==> src/rtl/ram_bus_arbiter_if.sv <==
`timescale 1ns/1ps
`default_nettype none
// ============================================================================
// Module   : ram_bus_arbiter_if
// Purpose  : Groups the two requester ports (CPU, DMA) and the RAM port of
//            the shared data-RAM arbiter.
// Modports : slave  - arbiter view. It takes requests and RAM read data in,
//                     and drives grants, acks, read data and the RAM strobes.
//            master - environment view. Requesters and RAM drive the
//                     arbiter's inputs and observe its outputs.
// Ports    : CPU_* / DMA_*  Req, Write, Addr, WData in; Gnt, Ack, RData out
//            RAM_*          Cs, WE, Addr, WData out; RData in
// Revision : 1.0 - initial release
// ============================================================================
interface ram_bus_arbiter_if #(
  parameter int DATA_W = 8,
  parameter int ADDR_W = 8
);
  logic              CPU_Req;
  logic              CPU_Write;
  logic [ADDR_W-1:0] CPU_Addr;
  logic [DATA_W-1:0] CPU_WData;
  logic              CPU_Gnt;
  logic              CPU_Ack;
  logic [DATA_W-1:0] CPU_RData;

  logic              DMA_Req;
  logic              DMA_Write;
  logic [ADDR_W-1:0] DMA_Addr;
  logic [DATA_W-1:0] DMA_WData;
  logic              DMA_Gnt;
  logic              DMA_Ack;
  logic [DATA_W-1:0] DMA_RData;

  logic              RAM_Cs;
  logic              RAM_WE;
  logic [ADDR_W-1:0] RAM_Addr;
  logic [DATA_W-1:0] RAM_WData;
  logic [DATA_W-1:0] RAM_RData;

  modport slave (
    input  CPU_Req, CPU_Write, CPU_Addr, CPU_WData,
    input  DMA_Req, DMA_Write, DMA_Addr, DMA_WData,
    input  RAM_RData,
    output CPU_Gnt, CPU_Ack, CPU_RData,
    output DMA_Gnt, DMA_Ack, DMA_RData,
    output RAM_Cs, RAM_WE, RAM_Addr, RAM_WData
  );

  modport master (
    output CPU_Req, CPU_Write, CPU_Addr, CPU_WData,
    output DMA_Req, DMA_Write, DMA_Addr, DMA_WData,
    output RAM_RData,
    input  CPU_Gnt, CPU_Ack, CPU_RData,
    input  DMA_Gnt, DMA_Ack, DMA_RData,
    input  RAM_Cs, RAM_WE, RAM_Addr, RAM_WData
  );
endinterface
`default_nettype wire

==> src/rtl/ram_bus_arbiter.sv <==
`timescale 1ns/1ps
`default_nettype none
// ============================================================================
// Module   : ram_bus_arbiter
// Purpose  : Shares a single-port synchronous data RAM between the CPU and
//            the DMA engine. The arbiter grants one transaction at a time in
//            the sequence IDLE -> ACCESS -> RESP. The CPU has fixed priority.
//            A starvation counter forces a DMA win after STARVE_LIM contended
//            losses.
// Ports    : Clk    - system clock, rising edge
//            Rst_n  - synchronous active-low reset
//            bus    - ram_bus_arbiter_if.slave (requesters + RAM port)
// Revision : 1.0 - initial release
// ============================================================================
module ram_bus_arbiter #(
  parameter int DATA_W     = 8,
  parameter int ADDR_W     = 8,
  parameter int STARVE_LIM = 3
) (
  input  wire logic            Clk,
  input  wire logic            Rst_n,
  ram_bus_arbiter_if.slave     bus
);

  localparam int CNT_W = $clog2(STARVE_LIM + 1);
  localparam logic [CNT_W-1:0] C_LIM = CNT_W'(STARVE_LIM);

  typedef enum logic [1:0] {
    IDLE   = 2'd0,
    ACCESS = 2'd1,
    RESP   = 2'd2
  } state_t;

  state_t           state;
  logic             owner_dma;
  logic [CNT_W-1:0] starve_cnt;

  // Winner of the current IDLE arbitration. DMA wins when it is the only
  // requester, or when it has already lost STARVE_LIM contended rounds.
  logic              pick_dma;
  logic              both_req;
  logic [ADDR_W-1:0] sel_addr;
  logic [DATA_W-1:0] sel_wdata;
  logic              sel_write;

  assign both_req  = bus.CPU_Req && bus.DMA_Req;
  assign pick_dma  = bus.DMA_Req && (!bus.CPU_Req || (starve_cnt == C_LIM));
  assign sel_addr  = pick_dma ? bus.DMA_Addr  : bus.CPU_Addr;
  assign sel_wdata = pick_dma ? bus.DMA_WData : bus.CPU_WData;
  assign sel_write = pick_dma ? bus.DMA_Write : bus.CPU_Write;

  always_ff @(posedge Clk) begin
    if (!Rst_n) begin
      state         <= IDLE;
      owner_dma     <= 1'b0;
      starve_cnt    <= '0;
      bus.CPU_Gnt   <= 1'b0;
      bus.DMA_Gnt   <= 1'b0;
      bus.CPU_Ack   <= 1'b0;
      bus.DMA_Ack   <= 1'b0;
      bus.RAM_Cs    <= 1'b0;
      bus.RAM_WE    <= 1'b0;
      bus.RAM_Addr  <= '0;
      bus.RAM_WData <= '0;
    end else begin
      case (state)
        IDLE: begin
          if (bus.CPU_Req || bus.DMA_Req) begin
            state         <= ACCESS;
            owner_dma     <= pick_dma;
            bus.CPU_Gnt   <= !pick_dma;
            bus.DMA_Gnt   <= pick_dma;
            bus.RAM_Cs    <= 1'b1;
            bus.RAM_WE    <= sel_write;
            bus.RAM_Addr  <= sel_addr;
            bus.RAM_WData <= sel_wdata;
            // A DMA grant clears the count. A contended CPU win adds one,
            // saturating at the limit.
            if (pick_dma) begin
              starve_cnt <= '0;
            end else if (both_req && (starve_cnt != C_LIM)) begin
              starve_cnt <= starve_cnt + 1'b1;
            end
          end
        end
        ACCESS: begin
          // Address and data keep their last values. Only the strobes drop.
          state       <= RESP;
          bus.RAM_Cs  <= 1'b0;
          bus.RAM_WE  <= 1'b0;
          bus.CPU_Ack <= !owner_dma;
          bus.DMA_Ack <= owner_dma;
        end
        RESP: begin
          state       <= IDLE;
          bus.CPU_Gnt <= 1'b0;
          bus.DMA_Gnt <= 1'b0;
          bus.CPU_Ack <= 1'b0;
          bus.DMA_Ack <= 1'b0;
        end
        default: begin
          state <= IDLE;
        end
      endcase
    end
  end

  // Synchronous RAM data arrives during RESP. That is exactly when the
  // owner's Ack is high, so the Ack gates the read data to the owner only.
  assign bus.CPU_RData = bus.CPU_Ack ? bus.RAM_RData : '0;
  assign bus.DMA_RData = bus.DMA_Ack ? bus.RAM_RData : '0;

endmodule
`default_nettype wire

==> src/flat_wrapper.sv <==
// flat-port wrapper written by rule: the top's interface ports become plain ports
module ram_bus_arbiter_flat 
#(
  parameter int DATA_W     = 8,
  parameter int ADDR_W     = 8,
  parameter int STARVE_LIM = 3
)
  (Clk, Rst_n, bus_CPU_Req, bus_CPU_Write, bus_CPU_Addr, bus_CPU_WData, bus_DMA_Req, bus_DMA_Write, bus_DMA_Addr, bus_DMA_WData, bus_RAM_RData, bus_CPU_Gnt, bus_CPU_Ack, bus_CPU_RData, bus_DMA_Gnt, bus_DMA_Ack, bus_DMA_RData, bus_RAM_Cs, bus_RAM_WE, bus_RAM_Addr, bus_RAM_WData);
  ram_bus_arbiter_if #(.DATA_W(DATA_W), .ADDR_W(ADDR_W)) bus_i ();
  input  wire logic Clk;
  input  wire logic Rst_n;
  input wire logic [$bits(bus_i.CPU_Req)-1:0] bus_CPU_Req;
  input wire logic [$bits(bus_i.CPU_Write)-1:0] bus_CPU_Write;
  input wire logic [$bits(bus_i.CPU_Addr)-1:0] bus_CPU_Addr;
  input wire logic [$bits(bus_i.CPU_WData)-1:0] bus_CPU_WData;
  input wire logic [$bits(bus_i.DMA_Req)-1:0] bus_DMA_Req;
  input wire logic [$bits(bus_i.DMA_Write)-1:0] bus_DMA_Write;
  input wire logic [$bits(bus_i.DMA_Addr)-1:0] bus_DMA_Addr;
  input wire logic [$bits(bus_i.DMA_WData)-1:0] bus_DMA_WData;
  input wire logic [$bits(bus_i.RAM_RData)-1:0] bus_RAM_RData;
  output wire logic [$bits(bus_i.CPU_Gnt)-1:0] bus_CPU_Gnt;
  output wire logic [$bits(bus_i.CPU_Ack)-1:0] bus_CPU_Ack;
  output wire logic [$bits(bus_i.CPU_RData)-1:0] bus_CPU_RData;
  output wire logic [$bits(bus_i.DMA_Gnt)-1:0] bus_DMA_Gnt;
  output wire logic [$bits(bus_i.DMA_Ack)-1:0] bus_DMA_Ack;
  output wire logic [$bits(bus_i.DMA_RData)-1:0] bus_DMA_RData;
  output wire logic [$bits(bus_i.RAM_Cs)-1:0] bus_RAM_Cs;
  output wire logic [$bits(bus_i.RAM_WE)-1:0] bus_RAM_WE;
  output wire logic [$bits(bus_i.RAM_Addr)-1:0] bus_RAM_Addr;
  output wire logic [$bits(bus_i.RAM_WData)-1:0] bus_RAM_WData;
  assign bus_i.CPU_Req = bus_CPU_Req;
  assign bus_i.CPU_Write = bus_CPU_Write;
  assign bus_i.CPU_Addr = bus_CPU_Addr;
  assign bus_i.CPU_WData = bus_CPU_WData;
  assign bus_i.DMA_Req = bus_DMA_Req;
  assign bus_i.DMA_Write = bus_DMA_Write;
  assign bus_i.DMA_Addr = bus_DMA_Addr;
  assign bus_i.DMA_WData = bus_DMA_WData;
  assign bus_i.RAM_RData = bus_RAM_RData;
  assign bus_CPU_Gnt = bus_i.CPU_Gnt;
  assign bus_CPU_Ack = bus_i.CPU_Ack;
  assign bus_CPU_RData = bus_i.CPU_RData;
  assign bus_DMA_Gnt = bus_i.DMA_Gnt;
  assign bus_DMA_Ack = bus_i.DMA_Ack;
  assign bus_DMA_RData = bus_i.DMA_RData;
  assign bus_RAM_Cs = bus_i.RAM_Cs;
  assign bus_RAM_WE = bus_i.RAM_WE;
  assign bus_RAM_Addr = bus_i.RAM_Addr;
  assign bus_RAM_WData = bus_i.RAM_WData;
  ram_bus_arbiter #(.DATA_W(DATA_W), .ADDR_W(ADDR_W), .STARVE_LIM(STARVE_LIM)) u_core (.Clk(Clk), .Rst_n(Rst_n), .bus(bus_i));
endmodule
==> config.mk <==
export PLATFORM = sky130hd
export DESIGN_NAME = ram_bus_arbiter_flat
export DESIGN_NICKNAME = d
export VERILOG_FILES = /design/src/rtl/ram_bus_arbiter_if.sv /design/src/rtl/ram_bus_arbiter.sv /design/src/flat_wrapper.sv
export SDC_FILE = /design/constraint.sdc
export NUM_CORES = 1
export LEC_CHECK = 0
export ABC_AREA = 0
export BUFFER_PORTS_ARGS = -buffer_cell sky130_fd_sc_hd__clkbuf_2
export CAP_MARGIN = 5
export CORE_AREA = 4 4 73 75
export DETAILED_ROUTE_END_ITERATION = 8
export DIE_AREA = 0 0 77 79
export MAX_ROUTING_LAYER = met4
export PLACE_DENSITY = 0.69
export RECOVER_POWER = 100
export SYNTH_ARGS = -nofsm -noshare
export SYNTH_HDL_FRONTEND = slang
export SYNTH_SLANG_ARGS = --single-unit
==> constraint.sdc <==
create_clock -name Clk -period 2.6 [get_ports Clk]
set_input_delay 0.13 -clock Clk [delete_from_list [all_inputs] [get_ports Clk]]
set_output_delay 0.13 -clock Clk [all_outputs]
set_load 0.05 [all_outputs]
==> impl_metrics.csv, run 1 <==
group,metric,value,unit
outcome,status,"finished, final reports clean",
critical_path,critPathRequiredTime,2810,ps
critical_path,cp-start-kind,"register",
synthesis,async_flop_share,0,
drt,drt-wirelength-per-cell,13.5,µm
global_routing,grt_pass1_wl,6.11,mm
critical_path,critPathKind,"reg -> reg",
cells_and_area,final_cell_area,1790,µm²
global_routing,grt_max_degree,28,
place,place_area,1800,µm²
synthesis,syn_area_per_cell,8.31,µm²
floorplan,ios,84,
critical_path,crit_arrival,2160,ps
synthesis,synth_top_family_by_area,"compound AO/OA/AOI/OAI gates",
cells_and_area,fillers,499,
timing,slew_headroom,0.456,
synthesis,yosysTopAreaCellShare,0.392,
clock_network,clock_path_buffers,2,
synthesis,ys_seq_area_frac,0.392,
critical_path,cp_num_cells,5,
clock_network,cts-root-buf,"clkbuf_8",
clock_network,clk_latency,280,ps
timing,min_period,1950,ps
critical_path,crit_fanout,7,
synthesis,post-synth-top-count-cell,"dfxtp_1",
critical_path,r2r_start,"u_core.state[0]",
power_and_ir_drop,ir_drop,0.304,mV
critical_path,cp_cell_sequence,"inv_1 > ha_1 > nor3b_1 > o221ai_1 > a21oi_1",
clock_network,cts_hold_buf,0,
synthesis,syn_nets,217,
timing,period_share,0.750,
floorplan,die_w,77,µm
drt,drt_iter0_markers,49,
global_routing,grt_pass1_vias,1345,
hold_path,min_from,"bus_CPU_WData[0]",
critical_path,reg2reg_depth,5,
timing,setup_viol,0,
critical_path,r2r-end,"u_core.bus.RAM_WE",
cells_and_area,syn2layout_area_growth,29.6,%
floorplan,rows,25,
synthesis,synth_mux_area_frac,0.0218,
clock_network,cts_setup_buffers,0,
timing,finClkSkew,4.37,ps
drt,drc,0,
clock_network,clock_sinks,27,
drt,via_per_inst,5.04,
floorplan,initial_core_util,0.296,
synthesis,synth-seq-cells,27,
clock_network,htreeDepth,1,
place,dp_hpwl,2.91,mm
timing,rsz0062_at_grt,"no",
timing,max_slew.worst_pin.slew,814,ps
timing,drv_slew,0,
clock_network,cts_resized,0,
global_routing,antenna_found_initial,0,
global_routing,grt_overflow,0,
drt,postRouteAntennaNets,0,
critical_path,crit_buf_inv,1,
place,globalplace.congestion,0.697,
run,drv_cap,0,
synthesis,yosys.area_share.simple,0.151,
place,port_buffers,83,
synthesis,synth_compound_area_frac,0.332,
synthesis,synthCells,166,
timing,clock.fmax,513,MHz
clock_network,cts_tree,"done",
cells_and_area,post-route-util,0.384,
critical_path,max_stage_delay,710,ps
synthesis,netlist_area,1380,µm²
cells_and_area,num_antenna_cells,0,
synthesis,synth-adder-area-share,0.0453,
synthesis,ys.warnings.count,0,
hold_path,hold_end,"u_core.bus.RAM_WData[0]",
synthesis,synth_xor_area_frac,0,
power_and_ir_drop,leakage,0.740,nW
drt,finalWirelength,3.98,mm
drt,vias,1487,
timing,worst_hold_slack,94.2,ps
synthesis,synth_edf_count,0,
drt,drtPass1Iterations,4,
timing,hold_violations,0,
floorplan,core,4660,µm²
power_and_ir_drop,pwr_density_cell,705,nW/µm²
critical_path,crit_path_top_delay_cell,"nor3b_1",
timing,fin_tns_setup,0,ps
hold_path,min_path_cells,3,
power_and_ir_drop,finalPower,1.26,mW
floorplan,dieHeight,79,µm
clock_network,clkTransAtPathRegs,90,ps
critical_path,cp_top_family,"simple AND/OR/NAND/NOR gates",
cells_and_area,nets,293,
synthesis,synth_cell_types,29,
floorplan,die-area,6080,µm²
hold_path,hold_path.class,"in -> reg",
synthesis,synthTopCellsByArea,"dfxtp_1, and2_1, a31oi_1",
synthesis,ys_top_cells_by_count,"dfxtp_1, and2_1, o21ai_1",
cells_and_area,drive_above_1_share,0.212,
critical_path,crit_path_end_kind,"register",
clock_network,cts_buffers,3,
synthesis,synth_top_area_cell,"dfxtp_1",
synthesis,ys.flop_type,"dfxtp_1",
critical_path,reg2reg_slack,650,ps
global_routing,grt_use_total,0.125,
## per-layer routing
layer,global-route usage,vias to the layer above,part of all wire
li1,-,754,-
met1,0.170,645,0.47
met2,0.186,83,0.41
met3,0.0272,5,0.10
met4,0.0391,0,0.011
met5,-,-,0
## worst min-delay path: stages
cell      delay [ps]
clkbuf_2          80
o21ai_1           60
a21oi_1           60
## placed cells by master (no fill, tap or decap)
master     synthesis  final
a21boi_0           0      3
o221ai_1           1      1
o21a_1             0      1
and2_1            19     17
o21ai_0           16     17
and2_0             0      2
o21ai_2            1      1
nor2b_1            2      2
o2bb2ai_1          1      1
a21oi_1           17     17
ha_1               5      5
dfxtp_1           27     27
a211o_1            1      1
and2b_1            1      1
o22ai_1            1      1
clkinv_2           0      1
inv_1              4      4
nand2_1            5      5
clkbuf_1           3     38
o221a_1            1      1
mux2i_1            3      3
a21boi_1           4      1
or3_1              2      2
clkbuf_2           0     45
nor2_1             2      2
nor3b_1            0      1
inv_2              1      1
nand2b_1           1      1
a31oi_1           17     17
o21ai_1           19     18
nand4_1            1      1
clkbuf_8           0      3
## worst max path at each step
stage	start	to	slack, ps
after floorplan	u_core.bus.DMA_Ack	bus_DMA_RData[0]	1260
after global placement	u_core.starve_cnt[0]	u_core.starve_cnt[0]	980
after detailed placement	u_core.starve_cnt[0]	u_core.starve_cnt[0]	1000
after CTS	u_core.starve_cnt[0]	u_core.starve_cnt[0]	980
after global routing	u_core.state[0]	u_core.bus.RAM_WE	480
final	u_core.state[0]	u_core.bus.RAM_WE	650
## state kept, by name (all words and copies together), names as in the netlist
signal and flops:
u_core.bus.RAM_Addr 8, u_core.bus.RAM_WData 8, u_core.starve_cnt 2, u_core.state 2
u_core.bus.CPU_Ack 1, u_core.bus.CPU_Gnt 1, u_core.bus.DMA_Ack 1, u_core.bus.DMA_Gnt 1
u_core.bus.RAM_Cs 1, u_core.bus.RAM_WE 1, u_core.owner_dma 1
## layout make-up
cell class	instances	area, µm²	area share
Clock buffer	3	41.3	0.0231
Clock inverter	1	5.00	0.00280
Inverter	5	18.8	0.0105
Multi-Input combinational cell	122	747	0.418
Sequential cell	27	541	0.302
Tap cell	54	67.6	0.0378
Timing Repair Buffer	83	368	0.206
## cell families (layout without fill, tap and decap cells)
group / Yosys count / in the layout
adder cells (fa/ha/maj): 5 / 5
AND/OR/NAND/NOR: 34 / 34
buffers and inverters: 17 / 92
multiplexers: 3 / 3
AO/OA/AOI/OAI: 80 / 80
flip-flops: 27 / 27
## stage by stage
step,std cells,worst slack (ps)
6_report,295,651
5_1_grt,295,480
4_1_cts,295,975
3_5_place_dp,291,1000
3_3_place_gp,291,984
2_1_floorplan,166,1260
## report_power, final
part / leakage [nW] / internal, mW / switching [mW]
combinational: 0.491 / 0.127 / 0.386
sequential: 0.223 / 0.469 / 0.0350
clock: 0.0255 / 0.108 / 0.136
No activity file was read; power rests on OpenSTA's default activity.
==> inputs of run 2 (changes only) <==
--- a/config.mk
+++ b/config.mk
@@ -5,12 +5,12 @@
 export SDC_FILE = /design/constraint.sdc
 export NUM_CORES = 1
 export LEC_CHECK = 0
-export ABC_AREA = 0
+export ABC_AREA = 1
 export BUFFER_PORTS_ARGS = -buffer_cell sky130_fd_sc_hd__clkbuf_2
 export CAP_MARGIN = 5
-export CORE_AREA = 4 4 73 75
+export CORE_AREA = 4 4 77 79
 export DETAILED_ROUTE_END_ITERATION = 8
-export DIE_AREA = 0 0 77 79
+export DIE_AREA = 0 0 81 83
 export MAX_ROUTING_LAYER = met4
 export PLACE_DENSITY = 0.69
 export RECOVER_POWER = 100
==> constraint.sdc (replaced) <==
create_clock -name Clk -period 1.7 [get_ports Clk]
set_input_delay 0.085 -clock Clk [delete_from_list [all_inputs] [get_ports Clk]]
set_output_delay 0.085 -clock Clk [all_outputs]
set_load 0.05 [all_outputs]
==> run 2 against run 1 <==
  * Total power is 64% higher
  * Core utilization is 0.76 points lower
  * Register-to-register slack worse by 320 ps
  * Wire length is 2.9% lower
  * Via count is 12% higher
  * Critical path depth is 2 lower
  * Clock-buffer cell count is 1 higher
  * Largest cell class unchanged
  * Highest routed layer unchanged
  * Critical endpoint is now bus_CPU_RData[7]
  * Final area is 12% higher
  * Largest power group unchanged
  * Hold slack better by 4.7 ps
==> impl_metrics.csv, run 2 <==
group,metric,value,unit
outcome,status,"finished, final reports clean",
synthesis,syn_area_per_cell,6.33,µm²
clock_network,cts_buffers,3,
clock_network,cts_tree,"done",
critical_path,crit_arrival,1380,ps
place,place_area,2000,µm²
synthesis,async_flop_share,0,
synthesis,synth_edf_count,0,
synthesis,ys.warnings.count,0,
global_routing,grt_use_total,0.123,
power_and_ir_drop,finalPower,2.06,mW
place,dp_hpwl,3.12,mm
critical_path,crit_path_end_kind,"output pin",
synthesis,synth-seq-cells,27,
drt,finalWirelength,3.86,mm
place,globalplace.congestion,0.743,
global_routing,grt_max_degree,36,
floorplan,core,5340,µm²
drt,drtPass1Iterations,4,
cells_and_area,syn2layout_area_growth,31.0,%
synthesis,synthTopCellsByArea,"dfxtp_1, nand2_1, nand3_1",
cells_and_area,fillers,613,
critical_path,crit_path_top_delay_cell,"dfxtp_1",
synthesis,post-synth-top-count-cell,"nand2_1",
global_routing,grt_pass1_wl,6.68,mm
cells_and_area,num_antenna_cells,0,
global_routing,antenna_found_initial,0,
synthesis,synth_top_area_cell,"dfxtp_1",
synthesis,netlist_area,1530,µm²
timing,slew_headroom,0.579,
timing,hold_violations,0,
clock_network,clock_path_buffers,2,
timing,min_period,1470,ps
floorplan,die-area,6720,µm²
timing,drv_slew,0,
power_and_ir_drop,clockPowerShare,0.173,
critical_path,critPathRequiredTime,1620,ps
clock_network,clkTransAtPathRegs,90,ps
power_and_ir_drop,power_frac_seq,0.380,
clock_network,cts-root-buf,"clkbuf_8",
synthesis,syn_nets,293,
floorplan,initial_core_util,0.287,
place,port_buffers,83,
clock_network,cts_setup_buffers,0,
timing,finClkSkew,3.61,ps
cells_and_area,final_cell_area,2010,µm²
power_and_ir_drop,p_int,1.12,mW
cells_and_area,drive_above_1_share,0.207,
clock_network,cts_hold_buf,0,
critical_path,crit_buf_inv,2,
power_and_ir_drop,combPwrFrac,0.446,
floorplan,dieHeight,83,µm
floorplan,rows,27,
hold_path,hold_path.class,"in -> reg",
synthesis,synthCells,242,
synthesis,ys_top_cells_by_count,"nand2_1, inv_1, nand3_1",
cells_and_area,final_common_cell,"nand2_1",
power_and_ir_drop,ir_drop,0.444,mV
run,drv_cap,0,
floorplan,ios,84,
timing,max_slew.worst_pin.slew,634,ps
clock_network,clock_sinks,27,
timing,rsz0062_at_grt,"no",
drt,via_per_inst,4.22,
critical_path,cp_cell_sequence,"nand2_1 > inv_1 > clkbuf_1",
critical_path,critPathKind,"reg -> out",
critical_path,max_stage_delay,510,ps
synthesis,ys.flop_type,"dfxtp_1",
power_and_ir_drop,leakage,1.19,nW
timing,setup_viol,0,
clock_network,clk_latency,260,ps
power_and_ir_drop,switchingPower,0.942,mW
power_and_ir_drop,pwr_density_cell,1030,nW/µm²
drt,postRouteAntennaNets,0,
cells_and_area,layout_common_cells,"nand2_1, clkbuf_2, inv_1",
synthesis,ys_seq_area_frac,0.353,
clock_network,htreeDepth,1,
synthesis,synth_cell_types,19,
place,dp_slack,357,ps
critical_path,cp_num_cells,3,
timing,fin_tns_setup,0,ps
drt,drt_iter0_markers,39,
power_and_ir_drop,netSwitchingFraction,0.457,
timing,clock.fmax,681,MHz
critical_path,cp_top_family,"buffers and inverters",
critical_path,reg2reg_depth,8,
global_routing,grt_pass1_vias,1559,
critical_path,crit_fanout,10,
drt,vias,1665,
cells_and_area,largestRegisters,"u_core.bus.RAM_Addr (8), u_core.bus.RAM_WData (8)",
synthesis,yosysTopAreaCellShare,0.353,
cells_and_area,nets,375,
timing,period_share,0.864,
clock_network,cts_resized,0,
drt,drc,0,
critical_path,cp-start-kind,"register",
floorplan,die_w,81,µm
drt,drt-wirelength-per-cell,9.77,µm
global_routing,grt_overflow,0,
cells_and_area,post-route-util,0.376,
hold_path,min_path_cells,3,
timing,fin_ws,231,ps
## run 2: cell types whose count changed after synthesis, sizes merged, moves of 17 or more
cell / delta
o21ai: -32
nor2: +39
inv: +37
a31oi: -17
nand3: +38
and2: -19
nand2: +59
## run 2: power by group through the flow
stage	Combinational [mW]	Sequential (mW)	Clock, mW
floorplan	0.496	1.04	0
global placement	0.943	0.800	0
detailed placement	0.953	0.802	0
CTS	0.956	0.788	0.386
global route	1.01	0.798	0.409
finish	0.920	0.784	0.357
## run 2: area by class of cell
cell class                      instances  area [µm²]  share of cell area
Tap cell                               72        90.1              0.0449
Timing Repair Buffer                   89         434               0.216
Multi-Input combinational cell        161         739               0.368
Inverter                               42         158              0.0786
Sequential cell                        27         541               0.269
Clock buffer                            4        45.0              0.0224
## run 2: worst paths after layout
| kind | startpoint | endpoint | slack (ps) |
|---|---|---|---|
| max | u_core.bus.CPU_Ack | bus_CPU_RData[7] | 230 |
| min | Rst_n | u_core.bus.RAM_Cs | 100 |
| max reg2reg | u_core.state[1] | u_core.bus.RAM_WData[6] | 330 |
| min reg2reg | u_core.starve_cnt[1] | u_core.starve_cnt[1] | 480 |
## run 2: stage by stage
stage | instances | hold WS [ps]
6_report | 395 | 98.9
4_1_cts | 395 | 89.6
5_1_grt | 395 | 113
3_5_place_dp | 391 | 380
3_3_place_gp | 391 | 374
2_1_floorplan | 242 | 206
## run 2: worst register-to-register path, delay by kind of cell (launching register included)
family	cells	cell delay [ps]
adder cells (fa/ha/maj)	1	210
buffers and inverters	4	400
flip-flops	1	330
AND/OR/NAND/NOR	3	320
## run 2: cells by family (layout without fill, tap and decap cells)
| family | count (synthesis) | in the layout | synth area share |
|---|---|---|---|
| and+or+nand+nor | 144 | 144 | 0.400 |
| buffers and inverters | 54 | 135 | 0.164 |
| DFF | 27 | 27 | 0.353 |
| AOI/OAI and AO/OA | 12 | 12 | 0.0425 |
| adders and majority gates | 5 | 5 | 0.0408 |
## run 2: layer usage
metal  track usage  wire length (µm)
met3        0.0304               346
met5             -                 0
met4        0.0138                 6
met1         0.146              1720
met2         0.213              1780
